File: src/rtl/cpu_defs_pkg.sv
// cpu_defs: memory-command encodings and I/O addresses shared with the control FSM
package cpu_defs;
  localparam logic [1:0] MNONE = 2'b00;
  localparam logic [1:0] MWRITE = 2'b01;
  localparam logic [1:0] MREAD = 2'b10;
  localparam logic [8:0] LED_ADDR = 9'h100;
  localparam logic [8:0] SW_ADDR = 9'h140;
endpackage

File: src/rtl/sync2.sv
// sync2: parameterised-width two-flop synchronizer
module sync2 #(
  parameter int W = 8
) (
  input  logic         clk,
  input  logic         reset,
  input  logic [W-1:0] d,
  output logic [W-1:0] q
);
  logic [W-1:0] meta;
  // two flops back to back to settle metastability
  always_ff @(posedge clk or negedge reset)
    if (!reset) begin
      meta <= '0;
      q <= '0;
    end else begin
      meta <= d;
      q <= meta;
    end
endmodule

File: src/rtl/mem_bus_ctrl.sv
// mem_bus_ctrl: steers CPU memory commands to RAM, LED register and switch port
module mem_bus_ctrl import cpu_defs::*; #(
  parameter int ADDR_W = 9,
  parameter int DATA_W = 16,
  parameter int RAM_LAT = 1,
  parameter logic [ADDR_W-1:0] LED_ADDR = cpu_defs::LED_ADDR,
  parameter logic [ADDR_W-1:0] SW_ADDR = cpu_defs::SW_ADDR
) (
  input  logic              clk,
  input  logic              reset,
  input  logic [1:0]        mem_cmd,
  input  logic [ADDR_W-1:0] mem_addr,
  input  logic [DATA_W-1:0] write_data,
  output logic [DATA_W-1:0] read_data,
  output logic              mem_ready,
  output logic              bus_err,
  output logic [ADDR_W-2:0] ram_addr,
  output logic [DATA_W-1:0] ram_din,
  output logic              ram_write,
  input  logic [DATA_W-1:0] ram_dout,
  input  logic [7:0]        sw_in,
  output logic [7:0]        led_out
);
  typedef enum logic [1:0] {IDLE, RD_WAIT, HOLD, WR} state_t;
  state_t state, state_n;
  logic [1:0] cnt, cnt_n;
  logic [ADDR_W-1:0] addr_q, addr_n;
  logic [DATA_W-1:0] read_data_n;
  logic ready_n, err_n, start, is_ram, is_led, is_sw;
  logic [7:0] led_n, sw_sync;
  sync2 #(.W(8)) u_sw_sync (.clk(clk), .reset(reset), .d(sw_in), .q(sw_sync));
  assign ram_addr = mem_addr[ADDR_W-2:0];
  assign ram_din = write_data;
  assign is_ram = ~mem_addr[ADDR_W-1];
  assign is_led = mem_addr == LED_ADDR;
  assign is_sw = mem_addr == SW_ADDR;
  assign start = state == IDLE || (state == HOLD && mem_cmd == MREAD && mem_addr != addr_q);
  // state register and registered bus outputs
  always_ff @(posedge clk or negedge reset)
    if (!reset) begin
      state <= IDLE;
      cnt <= '0;
      addr_q <= '0;
      read_data <= '0;
      mem_ready <= 1'b0;
      bus_err <= 1'b0;
      led_out <= '0;
    end else begin
      state <= state_n;
      cnt <= cnt_n;
      addr_q <= addr_n;
      read_data <= read_data_n;
      mem_ready <= ready_n;
      bus_err <= err_n;
      led_out <= led_n;
    end
  // next state: hold/abort handling first, then a fresh decode when an access starts
  always_comb begin
    state_n = state;
    cnt_n = cnt;
    addr_n = addr_q;
    read_data_n = read_data;
    ready_n = 1'b0;
    err_n = bus_err;
    led_n = led_out;
    ram_write = 1'b0;
    case (state)
      RD_WAIT:
        if (mem_cmd != MREAD || mem_addr != addr_q) state_n = IDLE;
        else if (cnt == 2'd1) begin
          read_data_n = ram_dout;
          ready_n = 1'b1;
          state_n = HOLD;
        end else cnt_n = cnt - 2'd1;
      HOLD: state_n = mem_cmd == MREAD ? HOLD : IDLE;
      WR: state_n = mem_cmd == MWRITE ? WR : IDLE;
      default: ;
    endcase
    if (start) begin
      addr_n = mem_addr;
      if (mem_cmd == MREAD && is_ram) begin
        cnt_n = 2'(RAM_LAT);
        state_n = RD_WAIT;
      end else if (mem_cmd == MREAD && is_sw) begin
        read_data_n = {{(DATA_W-8){1'b0}}, sw_sync};
        ready_n = 1'b1;
        state_n = HOLD;
      end else if (mem_cmd == MWRITE && is_ram) begin
        ram_write = reset;
        ready_n = 1'b1;
        state_n = WR;
      end else if (mem_cmd == MWRITE && is_led) begin
        led_n = write_data[7:0];
        ready_n = 1'b1;
        state_n = WR;
      end else if (mem_cmd != MNONE) begin
        err_n = 1'b1;
        ready_n = 1'b1;
        state_n = mem_cmd == MWRITE ? WR : HOLD;
      end else state_n = IDLE;
    end
  end
endmodule
File: config.mk
export PLATFORM = sky130hd
export DESIGN_NAME = mem_bus_ctrl
export DESIGN_NICKNAME = d
export VERILOG_FILES = /design/src/rtl/cpu_defs_pkg.sv /design/src/rtl/sync2.sv /design/src/rtl/mem_bus_ctrl.sv
export SDC_FILE = /design/constraint.sdc
export NUM_CORES = 1
export LEC_CHECK = 0
export ABC_AREA = 1
export BUFFER_PORTS_ARGS = -buffer_cell sky130_fd_sc_hd__clkbuf_2
export CAP_MARGIN = 20
export CORE_MARGIN = 3
export CORE_UTILIZATION = 45
export DETAILED_ROUTE_END_ITERATION = 12
export HOLD_SLACK_MARGIN = 0.1
export PLACE_DENSITY = 0.76
export SLEW_MARGIN = 40
export SYNTH_ARGS = -nofsm -noshare
export SYNTH_HDL_FRONTEND = slang
export SYNTH_SLANG_ARGS = --single-unit
File: constraint.sdc
create_clock -name clk -period 1.5 [get_ports clk]
set_input_delay 0.3 -clock clk [delete_from_list [all_inputs] [get_ports clk]]
set_output_delay 0.3 -clock clk [all_outputs]
set_load 0.005 [all_outputs]
Yosys cells after proc, flatten, opt, wreduce, memory -nomap -nowiden

Index checks and enable logic that the tools add are counted.

Memory bits (writable): 0
Memories kept: 0
Bits in latches: 0
Bits of input ports: 53
Logic and storage cells: 76
Output and inout port bits: 51
ROM bits: 0
Bits in registers: 55

$lt $le $gt $ge: 0
Bitwise operators: 5
Equality and inequality tests: 11
Reductions and logical operators: 14
Muxes and demuxes: 36
$mul: 0
Add/sub/neg operators: 1
Shifts and indexed selects: 0
Divide/modulo/power cells: 0

Operators with widths:

| kind                  | count |
|---|---|
| $mux W16              | 6 |
| $mux W2               | 15 |
| $eq A9 B9 Y1 const B  | 2 |
| $mux W1               | 14 |
| $ne A9 B9 Y1          | 1 |
| $eq A2 B1 Y1 const B  | 3 |
| $eq A2 B2 Y1 const B  | 3 |
| $logic_and A1 B1 Y1   | 6 |
| $pmux W2 S3           | 1 |
| $reduce_and A6 Y1     | 1 |
| $not A1 Y1            | 5 |
| $reduce_and A5 Y1     | 1 |
| $ne A4 B4 Y1 const B  | 1 |
| $reduce_bool A4 Y1    | 1 |
| $logic_not A2 Y1      | 1 |
| $logic_or A1 B1 Y1    | 2 |
| $ne A2 B2 Y1 const B  | 1 |
| $reduce_and A2 Y1     | 1 |
| $reduce_bool A2 Y1    | 1 |
| $sub A2 B1 Y2 const B | 1 |

Logic depth before layout (Yosys ltp)

Gate-level depths: netlist (run 1).

Word-level depth: 10
Mapped depth: 14
Depth with buffers taken out: 13

By module

Synthesis (run 1) repeated with hierarchy kept, for this count alone.

Cells, all modules: 349
Area, all modules: 2845.2 sq um

Modules (own cells, without submodules):

| module       | area an instance (sq um) | sequential area each (sq um) | times used | cells each |
|---|---|---|---|---|
| mem_bus_ctrl | 2444.8                   | 975.9                        | 1          | 333 |
| sync2        | 400.4                    | 400.4                        | 1          | 16 |

Least setup slack after synthesis (run 1)

No wires, ideal clock.

Path kind: register -> output
From: register addr_q[7]
To: output ram_write
Arrival: 1.227 ns
Required time: 1.200 ns
Path buffers: 1
Path slack: -0.027 ns
Stages on the path, launching flop included: 10
Path through: dfrtp_1 -> xnor2_1 -> nand2_1 -> nor2_4 -> nand2_2 -> nand2_2 -> nand2_4 -> buf_6 -> clkinv_2 -> nor2_1

Longest elaborated chain between the ends: 4

Ends and longest elaborated chain:

| element                | RTL line           | text |
|---|---|---|
| start, declared        | mem_bus_ctrl.sv:27 | `logic [ADDR_W-1:0] addr_q, addr_n;` |
| start signal, assigned | mem_bus_ctrl.sv:51 | `addr_q <= addr_n;` |
| $ne A9 B9 Y1           | mem_bus_ctrl.sv:37 | `assign start = state == IDLE \|\| (state == HOLD && mem_cmd == MREAD && mem_addr != addr_q);` |
| $logic_and A1 B1 Y1    | mem_bus_ctrl.sv:37 |  |
| $logic_or A1 B1 Y1     | mem_bus_ctrl.sv:37 |  |
| $mux W1                | mem_bus_ctrl.sv:79 | `if (start) begin` |
| end, declared          | mem_bus_ctrl.sv:19 | `output logic ram_write,` |

No other way between the ends.

Worst setup path after layout (run 1)

From: register addr_q[0]
To: register addr_q[0]

Longest elaborated chain between the ends: 3

Ends and longest elaborated chain:

| element             | RTL line |
|---|---|
| $ne A9 B9 Y1        | mem_bus_ctrl.sv:37 |
| $logic_and A1 B1 Y1 | mem_bus_ctrl.sv:37 |
| $logic_or A1 B1 Y1  | mem_bus_ctrl.sv:37 |

No other way between the ends.
A chain may end at the register's enable or synchronous reset.

==> impl_metrics.ini, run 1 <==
[outcome]
outcome = finished, violations left
violations = setup timing

[synth]
synth_ff_type = dfrtp_1
synth_warnings = 0
yosysMostFrequentCell = nand2_1
synthDistinctLibCells = 34
syn_area_um2 = 2990
synth_edf_count = 0
synthTopCellsByCount = 104 x nand2_1, 73 x inv_1, 55 x dfrtp_1, 24 x buf_4, 18 x nor2_1
synth-async-reset-ratio_pct = 100
synth_area_leaders = dfrtp_1 46%, nand2_1 13%, inv_1 9.2%
syn-num-nets = 425
seq_area_frac_synth_pct = 46.0
synth_top_cell_area_share_pct = 46.0
yosys.area.top_type = dfrtp_1
synth.avg_cell_area_um2 = 8.08
synth-seq-cells = 55
netlist_instances = 370

[die]
row_count = 29
core_area_um2 = 6390
initial_utilization_pct = 46.8
die_area_um2 = 7660
fp.dieW_um = 87.5
ios = 104
die_y_um = 87.5

[sta]
rsz0062_at_grt = true
finalHoldViolations = 0
post-route-min-period_ps = 1850
fin_skew_ps = 7.05
maxSlewViolCount = 0
max_clock_freq_ghz = 0.539
setup_viol = 39
final.period_utilization_pct = 124
slew_headroom_pct = 54.3
worstMarginPinSlew_ps = 685
setup_slack_ps = -354

[critical_path]
critPathRequiredTime_ps = 1760
worstPathMaxFanout = 3
endpoint_kind = register
r2r_cells = 12
r2r-end = addr_q[0]
endpoint = addr_q[0]
crit_top_cell = buf_4
path_cells = inv_2 > buf_4 > buf_4 > buf_4 > buf_4 > buf_4 > buf_4 > buf_4 > buf_4 > buf_4 > buf_6 > o21ai_2
max_stage_delay_ps = 440
arrival_ps = 2110
path_depth = 12
timing_worst_setup_path_type = reg -> reg
worst-path-buf-inv = 11
timing.rr.start = addr_q[0]
regToRegSetupSlack_ps = -350
worst_path_max_delay_cell = dfrtp_1
crit_family = buffers and inverters
startpoint = addr_q[0]
crit_path_start_kind = register

[clock_tree]
cts_max_level = 2
cts_tree = yes
clkLatencyLatePin_ps = 320
numCtsBuffers = 5
clk_pin_slew_ps = 110
cts_sinks = 55
clock-root-buffer = clkbuf_8
cts_max_path_buffers = 2

[finish]
area_delta_synth_final_pct = 35.3
diodes = 0
drive_above_1_share_pct = 42.9
fin_area_um2 = 4050
final_nets = 550

[detailed_routing]
first_iter_violations = 126
antenna_left = 0
drtPass1Iterations = 4
viasPerCell = 4.63
wl_per_cell_um = 12.5
via_count = 2655
drc_errors = 0
wl_um = 7180

[pwr]
switching_share_pct = 36.3
power.switching_mw = 1.69
p_per_area_nw_per_um2 = 1150
p_leak_nw = 2.31
clkPwrFrac_pct = 19.2
pwr-share-comb_pct = 41.8
power_frac_seq_pct = 39.0
peakVddDrop_v = 0.000678
intPower_mw = 2.97

[hold_path]
min_path_type = in -> async

[global_route]
grt_pass1_wl_um = 11600
grt_usage_pct = 19.2
grt_max_degree = 56
grt_busiest_layer = met2
grtUsageMet2_pct = 34.5
grt_pass1_vias = 2573
antenna_found_initial = 0
grt_overflow = 0
globalRouteMet3Util_pct = 3.78
use_met1_pct = 23.8

[placed_design]
gp_congestion = 0.808
hpwlAfterDp_um = 4670
dp_slack_ps = -130
place_area_um2 = 3540
io_buffers = 87

[job]
maxCapViolations = 0
[worst register-to-register path, cell delays in order, from the launching register on]
cell and delay, ps:
dfrtp_1 440, inv_2 70, buf_4 130, buf_4 120, buf_4 120, buf_4 120, buf_4 120, buf_4 120
buf_4 120, buf_4 120, buf_4 130, buf_6 100, o21ai_2 90
[stage by stage]
step / TNS (ps) / hold slack, ps / std cells / power (mW) / util, %
2_1_floorplan: -25.8 / 4.41 / 370 / 2.76 / -
3_3_place_gp: -2070 / 333 / 535 / 3.18 / 55.4
3_5_place_dp: -3190 / 335 / 535 / 3.24 / 55.4
4_1_cts: -5410 / 179 / 568 / 4.53 / 62.1
5_1_grt: -11580 / 200 / 573 / 4.96 / 63.3
6_report: -6800 / 140 / 573 / 4.66 / 63.3
[layer usage]
| metal | share of wire [%] | vias to the layer above |
|---|---|---|
| met5 | 0 | - |
| met4 | 0.60 | 0 |
| met3 | 4.9 | 4 |
| met2 | 52 | 65 |
| met1 | 42 | 1237 |
| li1 | - | 1349 |
[sequential cells by signal, indices dropped and copies added, names as in the netlist]
signal / flops
read_data: 16
addr_q: 9
led_out: 8
u_sw_sync.meta: 8
u_sw_sync.q: 8
cnt: 2
state: 2
bus_err: 1
mem_ready: 1
[cell usage in the layout (no fill, tap or decap), drive strengths merged]
| cell | n |
|---|---|
| nand4 | 20 |
| clkbuf | 94 |
| dfrtp | 55 |
| nor4 | 1 |
| nor3 | 5 |
| ha | 2 |
| xnor2 | 3 |
| nand3b | 1 |
| clkinv | 3 |
| nor2 | 23 |
| buf | 50 |
| o22ai | 1 |
| a21oi | 1 |
| dlygate4sd3 | 8 |
| o21ai | 24 |
| nand2 | 112 |
| o211ai | 1 |
| nand3 | 8 |
| inv | 84 |
[worst min path at each step]
stage                                 to  slack, ps  cells past startpoint
after floorplan                addr_q[0]          4                      0
after global placement    u_sw_sync.q[3]        330                      0
after detailed placement  u_sw_sync.q[7]        330                      0
after CTS                   read_data[5]        180                      2
after global routing      u_sw_sync.q[7]        200                      2
final                          mem_ready        140                      2
[power groups by stage]
stage,clock network (mW),logic [mW],registers [mW]
final,0.895,1.95,1.82
after global routing,0.990,2.12,1.84
after CTS,0.930,1.80,1.81
after detailed placement,0,1.42,1.82
after global placement,0,1.38,1.81
after floorplan,0,0.960,1.80
[cell type report]
type | count | area [um2]
fill | 520 | 2340
sequential | 55 | 1380
multi-input combinational | 202 | 1180
timing repair buffer | 147 | 972
inverter | 84 | 319
tap | 77 | 96.3
clock buffer | 5 | 68.8
clock inverter | 3 | 33.8
[timing repair]
action | 4_1_cts | 5_1_grt
resized for setup | 22 | 16
gates cloned | 4 | 2
hold endpoints to repair | 8 | 0
pin swaps | 11 | 5
hold buffers | 8 | 0
endpoints found under the setup margin | 38 | 40
buffers inserted | 16 | 4
[logic make-up after synthesis]
| family | Yosys count | synth area share (%) |
|---|---|---|
| and+or+nand+nor | 167 | 27.8 |
| buffers and inverters | 116 | 19.0 |
| adders and majority gates | 2 | 0.837 |
| xor gates and xnor gates | 3 | 0.879 |
| AOI/OAI and AO/OA | 27 | 5.53 |
| DFF | 55 | 46.0 |
No activity file was read; power rests on OpenSTA's default activity.
==> run 2, diff against run 1 <==
RECOVER_POWER = 25   (was not set)
==> run 2 against run 1 <==
The run still ends with setup timing left. Clock skew unchanged. Via count is the same. Setup slack unchanged. Routed wire length down 0.18%. Core utilization shrank 0.059 points. Combinational power is essentially flat. Critical endpoint unchanged. Highest routed layer unchanged.
==> impl_metrics.ini, run 2 (synthesis gave the netlist of run 1 again) <==
[finish]
final_cell_mix = 95 x nand2_1, 87 x clkbuf_2, 67 x inv_1, 55 x dfrtp_1, 43 x buf_4
final_util_pct = 63.3
top_register = read_data
diodes = 0
largest_reg_flops = 16
reg_top3 = read_data (16), addr_q (9)
fin_area_um2 = 4040
nFillCells = 522
area_delta_synth_final_pct = 35.2
final_common_cell = nand2_1
final_nets = 550
drive_above_1_share_pct = 42.7
final_cells = 573

[global_route]
grt_pass1_wl_um = 11600
grt_overflow = 0
grt_max_degree = 56
antenna_found_initial = 0
grt_pass1_vias = 2573
grt_usage_pct = 19.2

[critical_path]
endpoint_kind = register
critPathRequiredTime_ps = 1760
path_cells = inv_2 > buf_4 > buf_4 > buf_4 > buf_4 > buf_4 > buf_4 > buf_4 > buf_4 > buf_4 > buf_6 > o21ai_2
timing_worst_setup_path_type = reg -> reg
arrival_ps = 2110
max_stage_delay_ps = 440
crit_path_start_kind = register
crit_top_cell = buf_4
worst_path_max_delay_cell = dfrtp_1
worstPathMaxFanout = 3

[die]
die_area_um2 = 7660
fp.dieW_um = 87.5
die_y_um = 87.5
core_area_um2 = 6390
row_count = 29
initial_utilization_pct = 46.8
ios = 104

[sta]
finalHoldViolations = 0
holdWs_ps = 201
post-route-min-period_ps = 1850
finalSetupTns_ps = -6790
final.period_utilization_pct = 124
setup_viol = 39
rsz0062_at_grt = true
setup_slack_ps = -354
max_clock_freq_ghz = 0.539
slew_headroom_pct = 10.9
fin_skew_ps = 7.05
worstMarginPinSlew_ps = 1340
maxSlewViolCount = 0

[clock_tree]
clkLatencyLatePin_ps = 320
clock-root-buffer = clkbuf_8
cts_max_level = 2
clk_pin_slew_ps = 110
cts_sinks = 55
cts_max_path_buffers = 2
cts_tree = yes
numCtsBuffers = 5

[pwr]
peakVddDrop_v = 0.000678
p_per_area_nw_per_um2 = 1150
p_leak_nw = 2.30
total_power_mw = 4.65

[hold_path]
min_path_type = in -> reg

[detailed_routing]
wl_per_cell_um = 12.5
wl_um = 7170
drc_errors = 0
first_iter_violations = 123
drtPass1Iterations = 4
viasPerCell = 4.63
antenna_left = 0
via_count = 2655

[placed_design]
post-place-cells = 535
gp_congestion = 0.808
place_area_um2 = 3540
io_buffers = 87
hpwlAfterDp_um = 4670
dp_slack_ps = -130

[outcome]
outcome = finished, violations left
violations = setup timing

[job]
maxCapViolations = 0
[run 2: path summary, 6_finish.rpt]
check,start,to,slack (ps),depth (start not counted)
min in group asynchronous,reset,addr_q[4],450,2
min,write_data[5],led_out[5],200,3
max in group asynchronous,reset,addr_q[6],240,2
max reg2reg,addr_q[0],addr_q[0],-350,12
min reg2reg,u_sw_sync.meta[7],u_sw_sync.q[7],360,0
max,addr_q[0],addr_q[0],-350,12
[run 2: timing repair]
item,in CTS,in global routing
hold buffers,8,0
pin swaps,11,5
resized for setup,22,16
gates cloned,4,2
endpoints found under the setup margin,38,40
setup buffers,16,4
hold endpoints to repair,8,0
[run 2: power by group]
| part | switching [mW] | internal [mW] |
|---|---|---|
| clock | 0.539 | 0.356 |
| sequential | 0.142 | 1.67 |
| combinational | 1.01 | 0.939 |
[run 2: cell type report]
class                      count  area [um2]  area share (%)
inverter                      84         319            7.89
tap                           77        96.3            2.38
sequential                    55        1380            34.1
clock inverter                 3        33.8           0.836
clock buffer                   5        68.8            1.70
timing repair buffer         147         968            24.0
multi-input combinational    202        1180            29.2
[run 2: worst max-delay path: cells and delay by family, from the launching register on]
family          cells  cell delay, ps
compound gates      1              90
buf+inv            11            1270
flops               1             440
[run 2: routing by layer]
metal | wire length [um] | part of all wire, % | vias to the layer above | track usage, %
met4 | 43 | 0.60 | 0 | 4.32
met3 | 349 | 4.9 | 4 | 3.78
li1 | - | - | 1349 | -
met2 | 3750 | 52 | 65 | 34.5
met5 | 0 | 0 | - | 0
met1 | 3020 | 42 | 1237 | 23.8
